## src/rtl/instr_issue_ctrl.sv

```systemverilog
// Round-robin write-port arbiter and in-order queue controller for the
// instruction register; the read side behaves as a FIFO with source tags.
module instr_issue_ctrl #(
  parameter int NUM_REQ = 4,
  parameter int DEPTH   = 32,
  parameter int AW      = 5,
  parameter int OPC_W   = 4,
  parameter int OP_W    = 32,
  localparam int SW     = (NUM_REQ > 1) ? $clog2(NUM_REQ) : 1
) (
  input  logic                     clk,
  input  logic                     reset,
  input  logic [NUM_REQ-1:0]       req_valid,
  output logic [NUM_REQ-1:0]       req_ready,
  input  logic [NUM_REQ*OPC_W-1:0] req_opcode,
  input  logic [NUM_REQ*OP_W-1:0]  req_operand_a,
  input  logic [NUM_REQ*OP_W-1:0]  req_operand_b,
  output logic                     load_en,
  output logic [AW-1:0]            write_pointer,
  output logic [OPC_W-1:0]         opcode,
  output logic [OP_W-1:0]          operand_a,
  output logic [OP_W-1:0]          operand_b,
  output logic [AW-1:0]            read_pointer,
  output logic                     rd_valid,
  input  logic                     rd_ack,
  output logic [SW-1:0]            rd_src,
  output logic [AW:0]              count,
  output logic                     full,
  output logic                     empty
);

  logic [AW-1:0]    wr_ptr_q, rd_ptr_q, wp_q;
  logic [AW:0]      count_q, count_d;
  logic             load_q;
  logic [OPC_W-1:0] opc_q;
  logic [OP_W-1:0]  a_q, b_q;
  logic [SW-1:0]    rr_q, rr_d;
  logic [SW-1:0]    tag_mem [DEPTH];

  logic [AW+1:0]    occ;
  logic             space, gnt_vld, pop;
  logic [SW-1:0]    gnt, idx;

  // The landing still in flight is counted as occupied; a same-cycle pop is not.
  assign occ   = {1'b0, count_q} + (AW+2)'(load_q);
  assign space = occ < (AW+2)'(DEPTH);
  assign pop   = rd_ack & rd_valid;

  always_comb begin
    gnt_vld = 1'b0;
    gnt     = '0;
    idx     = '0;
    if (space) begin
      for (int k = 0; k < NUM_REQ; k++) begin
        idx = SW'((int'(rr_q) + k) % NUM_REQ);
        if (!gnt_vld && req_valid[idx]) begin
          gnt_vld = 1'b1;
          gnt     = idx;
        end
      end
    end
  end

  assign req_ready = gnt_vld ? (NUM_REQ'(1) << gnt) : '0;
  assign count_d   = count_q + (AW+1)'(load_q) - (AW+1)'(pop);
  assign rr_d      = (gnt == SW'(NUM_REQ-1)) ? '0 : gnt + 1'b1;

  always_ff @(posedge clk or posedge reset) begin
    if (reset) begin
      load_q   <= 1'b0;
      wp_q     <= '0;
      wr_ptr_q <= '0;
      rd_ptr_q <= '0;
      count_q  <= '0;
      opc_q    <= '0;
      a_q      <= '0;
      b_q      <= '0;
      rr_q     <= '0;
    end else begin
      load_q  <= gnt_vld;
      count_q <= count_d;
      if (gnt_vld) begin
        opc_q    <= req_opcode[int'(gnt)*OPC_W +: OPC_W];
        a_q      <= req_operand_a[int'(gnt)*OP_W +: OP_W];
        b_q      <= req_operand_b[int'(gnt)*OP_W +: OP_W];
        wp_q     <= wr_ptr_q;
        wr_ptr_q <= wr_ptr_q + 1'b1;
        rr_q     <= rr_d;
      end
      if (pop) rd_ptr_q <= rd_ptr_q + 1'b1;
    end
  end

  // Tags are not reset; rd_valid masks any stale entry.
  always_ff @(posedge clk) begin
    if (gnt_vld) tag_mem[wr_ptr_q] <= gnt;
  end

  assign load_en       = load_q;
  assign write_pointer = wp_q;
  assign opcode        = opc_q;
  assign operand_a     = a_q;
  assign operand_b     = b_q;
  assign read_pointer  = rd_ptr_q;
  assign count         = count_q;
  assign rd_valid      = (count_q != '0);
  assign full          = (count_q == (AW+1)'(DEPTH));
  assign empty         = (count_q == '0);
  assign rd_src        = tag_mem[rd_ptr_q];

endmodule

```

## config.mk

```make
export PLATFORM = sky130hd
export DESIGN_NAME = instr_issue_ctrl
export DESIGN_NICKNAME = d
export VERILOG_FILES = /design/src/rtl/instr_issue_ctrl.sv
export SDC_FILE = /design/constraint.sdc
export NUM_CORES = 1
export LEC_CHECK = 0
export BUFFER_PORTS_ARGS = -buffer_cell sky130_fd_sc_hd__buf_2
export CORE_AREA = 4 4 143 145
export CTS_CLUSTER_SIZE = 12
export DETAILED_ROUTE_END_ITERATION = 6
export DIE_AREA = 0 0 147 149
export PLACE_DENSITY = 0.75
export SLEW_MARGIN = 5
export SYNTH_ARGS = -nofsm -noshare
export SYNTH_HDL_FRONTEND = slang
export SYNTH_SLANG_ARGS = --single-unit
```

## constraint.sdc

```tcl
create_clock -name clk -period 5 [get_ports clk]
set_input_delay 0.25 -clock clk [delete_from_list [all_inputs] [get_ports clk]]
set_output_delay 0.25 -clock clk [all_outputs]
set_load 0.01 [all_outputs]
```

==> run metrics <==
Pwr Total=just under 7000 uW; Max Buffers Root-to-Sink=2; Syn Nets=965; placed cells=1259; Finish-stage setup viols=0; routability congestion estimate=between 0.8 and 0.9; Post-Syn Area=~0.0083 mm^2; hpwl dp=about 20 mm; vias in the first global route=just under 7000; antenna violation net count after detailed routing=0; CP Class=reg2out; Hold Vio Cnt, Final=0; Post-synth EDFFs=64; GRT overflow=0; crit path max fanout=138; Unique masters post-synth=40; RSZ-0062 raised after global routing=no; Crit Reg-Reg Startpoint=count[1]; TritonCTS clock tree=done; most frequent CP cell=ha_1; Critical Path RT=4750 ps; H-tree depth=4; worst vdd ir=slightly below 0.5 mV; internal power=between 4000 and 5000 uW; Clock power frac=19.2%; Yosys warning count=0; Site Rows=a little over 50; Avg WL per Cell=~21 um; top_reg_cell synth=dfrtp_1; Yosys reg bits=about 160; CP startpoint kind=flip-flop; vias post-DR=6935; setup_tns=0 ps; CTS buffer count=17; First-pass DRT Iterations=5; final worst-path cycle share=69.1%; initial antenna violation count=11; outcome=finished, final reports clean; first-pass GRT wire length=39.7 mm; Mapped Cells=between 600 and 700; Initial DRC Count=438; Comb power frac=48.3%; R2R Path End=operand_b[1]; max-slew headroom at the worst pin=a little over a quarter; multi-input logic area=0.00367 mm^2; Util after Layout=between 50% and 60%; Skew-Pair Late Insertion Delay=420 ps; hold_ws=about 140 ps; die area=approximately 0.022 mm^2; R2R cell count=10; core area=approximately 0.019 mm^2; DRT Wirelength=between 20 and 30 mm; Total Routing Usage GR=between 20% and 30%; Largest stage delay, worst path=between 500 and 600 ps; WP buf/inv=3; CP Cell Sequence=ha_1 -> nand4_1 -> xnor2_1 -> nor2_2 -> nand2_4 -> inv_2 -> o2111ai_4 -> buf_12 -> ha_1 -> and2_1 -> buf_2; worst setup path end=req_ready[2]; Root Buffer=clkbuf_16; # port buffers=372; final setup skew=11.0 ps; NetSw=2850 uW; Reg power frac=between 30% and 40%; Worst EP arrival=3200 ps; family with the most delay on the worst path=buffers and inverters; critical path's slowest cell=dfrtp_1; Area Overhead vs Synth=31.5%; Max Clk Rate=between 0.2 and 0.3 GHz; vias per cell=approximately 5.3; Sw Ratio=41.3%; WP depth=11; pin count of the biggest net entering global routing=roughly 140; layout cells sized above 1=approximately 43%; Hold WC Path Type=in2reg; Non-Filler Instances=1301; Final nets=1316; Slew @ Worst Pin=about 1100 ps; r2r setup slk=between 1500 and 2000 ps; minimum clock period after layout=between 3000 and 4000 ps; Die H=149 um; synthesized area per cell=12.5 um^2; pwr dens=between 600 and 700 mW/mm^2; fin. max-slew vios=0; DRC Markers=0; Top Ports=373; register area=around 0.0042 mm^2; Leakage=between 0.005 and 0.006 uW; Starting Density=a little over two fifths; clk sinks=156; Clock transition at path regs=about 70 ps; max cap viols=0; CP Capture Type=output pin; asr flop ratio synth=approximately three fifths; DIE WIDTH=between 100 and 150 um; sequential area share after synthesis=between 50% and 60%; fillers=about 1600; Setup crit start=count[1]
## cell usage in the layout (no fill, tap or decap), types with 2 or more instances in the layout
| master | netlist | final |
|---|---|---|
| o22ai_1 | 2 | 2 |
| buf_4 | 1 | 5 |
| inv_4 | 0 | 3 |
| mux2_2 | 3 | 3 |
| nand2b_1 | 6 | 6 |
| inv_1 | 18 | 17 |
| ha_1 | 22 | 22 |
| xor2_1 | 3 | 3 |
| edfxtp_1 | 64 | 64 |
| mux2i_1 | 136 | 136 |
| nand2_1 | 93 | 92 |
| inv_6 | 0 | 5 |
| nand3b_1 | 2 | 2 |
| buf_2 | 2 | 372 |
| nor3_1 | 5 | 5 |
| inv_2 | 2 | 2 |
| nand3_1 | 5 | 5 |
| and2_1 | 5 | 5 |
| bufinv_16 | 0 | 2 |
| dfrtp_1 | 92 | 92 |
| o21ai_0 | 4 | 4 |
| or3b_2 | 2 | 2 |
| o221ai_1 | 68 | 68 |
| nor2_1 | 34 | 34 |
| mux4_2 | 20 | 20 |
| diode_2 | 0 | 9 |
| a21oi_1 | 5 | 5 |
| inv_8 | 0 | 3 |
| clkbuf_16 | 0 | 17 |
| nand4_1 | 4 | 4 |
| xnor2_1 | 9 | 9 |
## power by group through the flow
stage	logic, uW	registers, uW	clock network [uW]
global route	3630	2310	1400
finish	3340	2250	1330
global placement	3290	2240	0
CTS	3360	2250	1350
floorplan	2270	2280	0
detailed placement	3360	2250	0
## worst min path at each step
stage / from / endpoint / slack (ps) / depth (start not counted)
final: req_operand_a[73] / operand_a[9] / 140 / 3
after global routing: req_operand_a[106] / operand_a[10] / 130 / 3
after CTS: req_operand_b[101] / operand_b[5] / 120 / 3
after detailed placement: reset / wr_ptr_q[4] / 440 / 2
after global placement: reset / wr_ptr_q[4] / 430 / 2
after floorplan: req_opcode[12] / opcode[0] / 480 / 2
## layout make-up
class | instances | share of cell area (%)
diodes | 9 | 0.207
clock buffers | 17 | 3.92
clock inverters | 15 | 1.58
inverters | 20 | 0.715
multi-input cells | 440 | 33.8
flip-flops and latches | 156 | 38.9
well taps | 265 | 3.05
repair buffers | 379 | 17.8
## worst min-delay path: cells and delay by family
| kind | cells | cell delay, ps |
|---|---|---|
| buffers and inverters | 1 | 70 |
| muxes | 1 | 50 |
| AOI/OAI and AO/OA | 1 | 150 |
## synth_stat cells, types with 2 or more instances
cell type | number | area (um^2)
a21oi_1 | 5 | 25.0
and2_1 | 5 | 31.3
buf_1 | 4 | 15.0
buf_2 | 2 | 10.0
buf_6 | 15 | 169
clkbuf_1 | 25 | 93.8
dfrtp_1 | 92 | 2300
edfxtp_1 | 64 | 1920
ha_1 | 22 | 275
inv_1 | 18 | 67.6
inv_2 | 2 | 7.51
mux2_2 | 3 | 33.8
mux2i_1 | 136 | 1360
mux4_2 | 20 | 450
nand2_1 | 93 | 349
nand2b_1 | 6 | 37.5
nand3_1 | 5 | 25.0
nand3b_1 | 2 | 15.0
nand4_1 | 4 | 25.0
nor2_1 | 34 | 128
nor3_1 | 5 | 25.0
o21ai_0 | 4 | 20.0
o221ai_1 | 68 | 596
o22ai_1 | 2 | 12.5
or3b_2 | 2 | 17.5
xnor2_1 | 9 | 78.8
xor2_1 | 3 | 26.3
## metal layers
metal  track usage (%)  vias to the layer above  part of all wire, %
li1                  -                     3194                    -
met1              30.2                     3410                   38
met2              39.7                      280                   51
met3              5.01                       49                  7.1
met4              9.46                        2                  3.2
met5                 0                        -                0.048
## flip-flops by register name (all words and copies together) (netlist names)
| name | flops |
|---|---|
| count | 6 |
| load_en | 1 |
| opcode | 4 |
| operand_a | 32 |
| operand_b | 32 |
| read_pointer | 5 |
| rr_q | 2 |
| tag_mem | 64 |
| wr_ptr_q | 5 |
| write_pointer | 5 |
## logic make-up (layout without fill, tap and decap cells)
family          count (synthesis)  count (layout)  share of synthesized area [%]
buf+inv                        67             431                           4.49
xor+xnor                       12              12                           1.27
mux                           159             159                           22.4
fa+ha+maj                      23              23                           3.58
simple gates                  161             161                           8.41
compound gates                 85              85                           8.74
other cells                     0               9                              0
flops                         156             156                           51.2
## through the flow
step                      setup slack, ps  area (um^2)
after floorplan                      2360         8260
after global placement               1880        10200
after detailed placement             1770        10200
after CTS                            1460        10800
after global routing                 1230        10900
final                                1550        10900
## timing repair
item / 4_1_cts / 5_1_grt
hold buffers: 1 / 0
resized for setup: 0 / 0
endpoints found under the setup margin: 0 / 0
hold endpoints to repair: 52 / 0
buffers inserted: 0 / 0
No activity file was read; power rests on OpenSTA's default activity.
